[config.mk]
export PLATFORM = sky130hd
export DESIGN_NAME = apb_slave_regfile_flat
export DESIGN_NICKNAME = d
export VERILOG_FILES = /design/src/rtl/apb_slave_regfile_if.sv /design/src/rtl/apb_slave_regfile.sv /design/src/flat_wrapper.sv
export SDC_FILE = /design/constraint.sdc
export NUM_CORES = 1
export LEC_CHECK = 0
export ABC_CLOCK_PERIOD_IN_PS = 5100
export CELL_PAD_IN_SITES_DETAIL_PLACEMENT = 0
export CELL_PAD_IN_SITES_GLOBAL_PLACEMENT = 1
export CORE_MARGIN = 5
export CORE_UTILIZATION = 51
export DETAILED_ROUTE_END_ITERATION = 10
export PLACE_DENSITY = 0.86
export SYNTH_ARGS = -nofsm -noshare
export SYNTH_HDL_FRONTEND = slang
export SYNTH_SLANG_ARGS = --single-unit
[constraint.sdc]
create_clock -name i_pclk -period 5.1 [get_ports i_pclk]
set_input_delay 1.275 -clock i_pclk [delete_from_list [all_inputs] [get_ports i_pclk]]
set_output_delay 1.275 -clock i_pclk [all_outputs]
set_load 0.02 [all_outputs]
[src/rtl/apb_slave_regfile_if.sv]
// APB bus bundle between the bridge (master) and the register file (slave).
interface apb_slave_regfile_if #(
  parameter int unsigned ADDR_WIDTH = 32,
  parameter int unsigned DATA_WIDTH = 32
);
  logic                  psel;
  logic                  penable;
  logic [ADDR_WIDTH-1:0] paddr;
  logic                  pwrite;
  logic [DATA_WIDTH-1:0] pwdata;
  logic [DATA_WIDTH-1:0] prdata;
  logic                  pready;
  logic                  pslverr;

  modport master (
    output psel, penable, paddr, pwrite, pwdata,
    input  prdata, pready, pslverr
  );

  modport slave (
    input  psel, penable, paddr, pwrite, pwdata,
    output prdata, pready, pslverr
  );
endinterface

[src/rtl/apb_slave_regfile.sv]
// APB completer with a bank of 32-bit registers; the top register is a read-only
// count of error-free completed transfers. Wait states are fixed by WAIT_CYCLES.
module apb_slave_regfile #(
  parameter int unsigned ADDR_WIDTH  = 32,
  parameter int unsigned DATA_WIDTH  = 32,
  parameter int unsigned NUM_REGS    = 16,
  parameter int unsigned WAIT_CYCLES = 0
) (
  input logic                i_pclk,
  input logic                i_preset,
  apb_slave_regfile_if.slave bus
);

  localparam int unsigned           IdxW      = $clog2(NUM_REGS);
  localparam logic [IdxW-1:0]       CntIdx    = IdxW'(NUM_REGS - 1);
  localparam logic [ADDR_WIDTH-1:0] AddrLimit = ADDR_WIDTH'(NUM_REGS * 4);

  typedef enum logic [0:0] {StIdle, StAccess} state_e;

  state_e                r_state;
  logic [IdxW-1:0]       r_idx;
  logic                  r_write;
  logic                  r_err;
  logic [3:0]            r_wait;
  logic [DATA_WIDTH-1:0] r_prdata;
  logic                  r_pready;
  logic                  r_pslverr;
  // Slot NUM_REGS-1 is the transfer counter; the error path keeps writes off it.
  logic [DATA_WIDTH-1:0] r_regs [NUM_REGS];

  logic [IdxW-1:0] w_idx;
  logic            w_err;
  logic            w_setup;

  assign w_idx   = bus.paddr[2 +: IdxW];
  assign w_err   = (bus.paddr[1:0] != 2'b00) || (bus.paddr >= AddrLimit) ||
                   (bus.pwrite && (w_idx == CntIdx));
  assign w_setup = bus.psel && !bus.penable;

  // Transfer FSM: captures setup, counts wait states, commits on completion.
  always_ff @(posedge i_pclk) begin
    if (i_preset) begin
      r_state   <= StIdle;
      r_idx     <= '0;
      r_write   <= 1'b0;
      r_err     <= 1'b0;
      r_wait    <= '0;
      r_prdata  <= '0;
      r_pready  <= 1'b0;
      r_pslverr <= 1'b0;
      for (int unsigned i = 0; i < NUM_REGS; i++) begin
        r_regs[i] <= '0;
      end
    end else begin
      unique case (r_state)
        StIdle: begin
          // A stray PENABLE without setup is simply ignored here.
          if (w_setup) begin
            r_idx     <= w_idx;
            r_write   <= bus.pwrite;
            r_err     <= w_err;
            r_wait    <= 4'(WAIT_CYCLES);
            r_prdata  <= (!bus.pwrite && !w_err) ? r_regs[w_idx] : '0;
            r_pslverr <= w_err;
            r_pready  <= (WAIT_CYCLES == 0);
            r_state   <= StAccess;
          end
        end
        StAccess: begin
          if (!bus.psel) begin
            // Abort: nothing committed.
            r_prdata  <= '0;
            r_pready  <= 1'b0;
            r_pslverr <= 1'b0;
            r_state   <= StIdle;
          end else if (bus.penable) begin
            if (r_pready) begin
              if (r_write && !r_err) begin
                r_regs[r_idx] <= bus.pwdata;
              end
              if (!r_err) begin
                r_regs[CntIdx] <= r_regs[CntIdx] + 1'b1;
              end
              r_prdata  <= '0;
              r_pready  <= 1'b0;
              r_pslverr <= 1'b0;
              r_state   <= StIdle;
            end else begin
              r_wait   <= r_wait - 4'd1;
              r_pready <= (r_wait == 4'd1);
            end
          end
        end
        default: r_state <= StIdle;
      endcase
    end
  end

  assign bus.prdata  = r_prdata;
  assign bus.pready  = r_pready;
  assign bus.pslverr = r_pslverr;

endmodule

[src/flat_wrapper.sv]
// flat-port wrapper written by rule: the top's interface ports become plain ports
module apb_slave_regfile_flat 
#(
  parameter int unsigned ADDR_WIDTH  = 32,
  parameter int unsigned DATA_WIDTH  = 32,
  parameter int unsigned NUM_REGS    = 16,
  parameter int unsigned WAIT_CYCLES = 0
)
  (i_pclk, i_preset, bus_psel, bus_penable, bus_paddr, bus_pwrite, bus_pwdata, bus_prdata, bus_pready, bus_pslverr);
  apb_slave_regfile_if #(.ADDR_WIDTH(ADDR_WIDTH), .DATA_WIDTH(DATA_WIDTH)) bus_i ();
  input logic i_pclk;
  input logic i_preset;
  input wire logic [$bits(bus_i.psel)-1:0] bus_psel;
  input wire logic [$bits(bus_i.penable)-1:0] bus_penable;
  input wire logic [$bits(bus_i.paddr)-1:0] bus_paddr;
  input wire logic [$bits(bus_i.pwrite)-1:0] bus_pwrite;
  input wire logic [$bits(bus_i.pwdata)-1:0] bus_pwdata;
  output wire logic [$bits(bus_i.prdata)-1:0] bus_prdata;
  output wire logic [$bits(bus_i.pready)-1:0] bus_pready;
  output wire logic [$bits(bus_i.pslverr)-1:0] bus_pslverr;
  assign bus_i.psel = bus_psel;
  assign bus_i.penable = bus_penable;
  assign bus_i.paddr = bus_paddr;
  assign bus_i.pwrite = bus_pwrite;
  assign bus_i.pwdata = bus_pwdata;
  assign bus_prdata = bus_i.prdata;
  assign bus_pready = bus_i.pready;
  assign bus_pslverr = bus_i.pslverr;
  apb_slave_regfile #(.ADDR_WIDTH(ADDR_WIDTH), .DATA_WIDTH(DATA_WIDTH), .NUM_REGS(NUM_REGS), .WAIT_CYCLES(WAIT_CYCLES)) u_core (.i_pclk(i_pclk), .i_preset(i_preset), .bus(bus_i));
endmodule
**Word-level counts from Yosys, hierarchy flattened**

Memories as Yosys holds them, arrays and structs flattened.
Index checks and enable logic that the tools add are counted.

- Memories kept: 1
- Output and inout port bits: 34
- Bits in latches: 0
- Bits in registers: 45
- Memory bits (writable): 512
- ROM bits: 0

- Reduce and logical (&&, ||, !) cells: 16
- Bitwise logic cells: 5
- Muxes and demuxes: 46
- Shifts and indexed selects: 0
- Div/mod/pow operators: 0
- $add $sub $neg: 2
- Equal/unequal tests: 9
- $lt $le $gt $ge: 1
- Multipliers: 0

Memories:

| name | depth | bits a word | read ports | clocked after memory_dff | wr ports | RTL line | text |
|---|---|---|---|---|---|---|---|
| u_core.r_regs | 16 | 32 | 2 | 0 | 16 | apb_slave_regfile.sv:29 | `logic [DATA_WIDTH-1:0] r_regs [NUM_REGS];` |

Operators with widths:

| cell | number |
|---|---|
| $mux 32 | 7 |
| $pmux 32 s2 | 1 |
| $add 32x1->32 const B | 1 |
| $ge 32x7->1 const B | 1 |
| $reduce_or 32->1 | 1 |
| $mux 1 | 29 |
| $mux 4 | 5 |
| $eq 4x4->1 const B | 2 |
| $pmux 4 s2 | 1 |
| $ne 2x2->1 const B | 3 |
| $ne 3x3->1 const B | 2 |
| $pmux 1 s2 | 3 |
| $eq 4x1->1 const B | 1 |
| $logic_and 1x1->1 | 4 |
| $logic_not 1->1 | 4 |
| $reduce_and 2->1 | 2 |
| $reduce_and 4->1 | 1 |
| $sub 4x1->4 const B | 1 |
| $reduce_and 3->1 | 1 |
| $and 1x1->1 | 2 |
| $logic_or 1x1->1 | 2 |
| $ne 2x1->1 const B | 1 |
| $not 1->1 | 2 |
| $reduce_bool 2->1 | 1 |
| $or 1x1->1 | 1 |

**Logic depth before layout (Yosys ltp)**

- Depth in word-level cells: 12
- Gate-level depth with buffers: 9

**Least setup slack after synthesis**

No wires, ideal clock.

- Kind: input-to-reg
- Start point: input bus_psel
- End point: memory u_core.r_regs[15][0] (enable)
- Arrival: 3.807 ns
- Cell stages on the path: 2
- Data required time: 4.630 ns
- Path buffers: 0
- Path slack: 0.823 ns
- Path through: nand2_1 o31ai_1

RTL lines:

| what | RTL line | text |
|---|---|---|
| start, declared | flat_wrapper.sv:13 | `input wire logic [$bits(bus_i.psel)-1:0] bus_psel;` |
| end, declared | apb_slave_regfile.sv:29 |  |

==> out/qor.csv <==
stage,metric,value,unit
status,outcome,finished clean,
worst_setup_path,cp_max_fo,33,
synth,ys_types,47,
power_and_ir_drop,p_leak,10.7,nW
global_routing,use_met1,0.318,
final_layout,fillers,3796,
global_routing,track_usage,0.229,
synth,ys_ff_latch,557,
final_layout,areaGrowthSynthToFinish,13.9,%
clock_network,clock_latency,0.61,ns
global_routing,antenna_found_initial,4,
clock_network,cts_setup_buffers,0,
clock_network,htreeDepth,2,
global_routing,grt_use_met3,0.0395,
floorplan,initial_core_util,0.513,
worst_setup_path,cp_slowest_cell,or4_2,
place,place.port_buffers,102,
timing,rsz0062_at_grt,no,
drt,routed_wl,63100,um
worst_setup_path,crit_top_cell,buf_4,
timing,maxSlewHeadroom,0.234,
clock_network,cts.hold.buffers_added,0,
drt,ant_nets,0,
clock_network,tritoncts,built,
floorplan,die_area,54900,um2
timing,fin_ws,1.03,ns
drt,first_pass_iters,5,
timing,tns,0,ns
drt,route.detailed.drc,0,
worst_setup_path,cp_top_family,simple AND/OR/NAND/NOR gates,
worst_setup_path,endpoint_kind,register,
floorplan,dieWidth,234,um
synth,yosysTopAreaCell,edfxtp_1,
global_routing,grt_max_degree,83,
drt,drtIter0Drc,1500,
synth,synth_top_area_share,0.600,
final_layout,final_core_util,0.585,
place,post-place-ws,0.437,ns
synth,synthTopCellsByCount,"edfxtp_1, and2_1, mux2i_1, clkbuf_1, nor2_1",
synth,synthFlopType,edfxtp_1,
synth,avgSynthCellArea,13.8,um2
synth,synth-edff-count,512,
global_routing,grt_pass1_wl,94900,um
worst_setup_path,cp_slowest_stage_delay,1.01,ns
synth,ys_seq_area_frac,0.635,
global_routing,grt_util_met2,0.381,
drt,num_vias,15400,
place,gp_congestion,0.832,
clock_network,cts_buffers,55,
synth,async_flop_share,0,
clock_network,cts.reportedPaths.clkPinSlew,0.06,ns
global_routing,overflow,0,
place,post-dp-hpwl,40400,um
global_routing,grt_pass1_vias,15400,
clock_network,cts_root_buf,clkbuf_16,
clock_network,cts_buffer_depth,3,
worst_setup_path,critPathLaunchType,primary input,
timing,period_share,0.798,
drt,vias_per_cell,5.85,
synth,yosys-top-cells-area,"edfxtp_1, and2_1, mux2i_1",
floorplan,die_h,234,um
synth,yosysWarnings,0,
floorplan,rows,82,
clock_network,cts_resized,0,
final_layout,drive_gt1_frac,0.126,
drt,wl_per_cell,23.9,um
worst_setup_path,crit_required,5.34,ns
global_routing,busiest_layer,met2,
power_and_ir_drop,ir_drop,0.277,mV
job,maxCapViolCount,0,
worst_setup_path,cp.arrival,4.31,ns
floorplan,core,50000,um2
timing,fmax,0.246,GHz
synth,syn-num-nets,1935,
final_layout,finalInstanceArea,29200,um2
power_and_ir_drop,power.density,333,nW/um2
clock_network,clock-sinks,557,
final_layout,finalNetCount,1996,
synth,yosysMostFrequentCell,edfxtp_1,
synth,synth_area,25600,um2
floorplan,io_pins,103,
worst_setup_path,crit_type,in2reg,
worst_setup_path,crit_buf_inv,3,
timing,fin_skew,0.0112,ns
timing,drv_slew,0,
worst_setup_path,cp_cell_sequence,clkdlybuf4s50_1 -> nand2_1 -> or4_2 -> buf_4 -> nor3_4 -> or2_2 -> buf_4,
synth,synthCells,1860,
timing,hold_viol,0,
timing,finalSetupViolCount,0,
timing,fin_hold_ws,0.458,ns
hold_path,hold_class,reg2reg,
place,place_area,27500,um2
timing,worst_slew_pin_slew,1.12,ns
timing,min_period,4.07,ns
## flip-flops by register name (all words and copies together) (netlist names)
| register | flops |
|---|---|
| u_core.bus.prdata | 32 |
| u_core.r_err | 1 |
| u_core.r_regs | 512 |
| u_core.r_write | 1 |
| u_core.r_state | 1 |
| u_core.bus.pready | 1 |
| u_core.r_idx | 4 |
| u_core.bus.pslverr | 1 |
| u_core.r_wait | 4 |
## kinds of logic (layout without fill, tap and decap cells)
group                      count (synthesis)  after routing  synth area share
buffers and inverters                    168            276            0.0276
DFF                                      557            557             0.635
adders and majority gates                  6              6           0.00293
other                                      0              2                 0
muxes                                    201            201             0.109
and+or+nand+nor                          739            739             0.173
xor gates and xnor gates                  13             13           0.00444
AOI/OAI and AO/OA                        176            176            0.0486
## per-stage QoR
| stage | cells | total power [mW] |
|---|---|---|
| global route | 2640 | 10.1 |
| finish | 2642 | 9.74 |
| floorplan | 1860 | 5.61 |
| detailed placement | 2536 | 5.91 |
| global placement | 2536 | 5.89 |
| CTS | 2640 | 9.80 |
## per-layer routing
layer	share of wire	vias up
met5	0.00021	-
li1	-	6986
met1	0.40	7820
met3	0.078	89
met4	0.021	2
met2	0.50	549
## cell type report
| type | count | area (um2) | area share |
|---|---|---|---|
| inverter | 10 | 37.5 | 0.00129 |
| antenna | 2 | 5.00 | 0.000171 |
| multi-input combinational | 1135 | 8720 | 0.298 |
| sequential | 557 | 16300 | 0.557 |
| clock buffer | 72 | 1500 | 0.0514 |
| tap | 672 | 841 | 0.0288 |
| clock inverter | 32 | 243 | 0.00831 |
| timing repair buffer | 162 | 1590 | 0.0544 |
## where the power goes
group	internal [mW]	leakage, nW	switching, mW	total, mW
registers	5.11	5.64	0.0638	5.18
clock network	2.23	0.852	1.70	3.92
logic	0.237	4.22	0.401	0.638
total	7.58	10.7	2.16	9.74
## cell usage in the layout (no fill, tap or decap), types with 18 or more instances in the layout
cell type	count
a2111oi_0	31
a21oi_1	51
and2_1	482
buf_4	51
clkbuf_16	57
clkdlybuf4s50_1	98
dfxtp_1	45
edfxtp_1	512
mux2i_1	139
mux4_2	61
nand2_1	48
nor2_1	92
o221ai_1	31
o31ai_1	45
or2_2	18
## final timing paths
path / startpoint / end / slack [ns] / cells past startpoint
min reg2reg: u_core.bus.prdata[5] / u_core.bus.prdata[5] / 0.46 / 2
max reg2reg: u_core.r_state / u_core.r_regs[13][15] / 1.87 / 6
max: bus_psel / u_core.r_regs[13][15] / 1.03 / 7
min: u_core.bus.prdata[5] / u_core.bus.prdata[5] / 0.46 / 2
## worst reg2reg max path, cell delays in order (launching register included)
cell and delay [ns]:
dfxtp_1 0.46, nand2_1 0.18, or4_2 1.01, buf_4 0.43, nor3_4 0.23, or2_2 0.14, buf_4 0.42
Power figures use the tool's default switching activity.
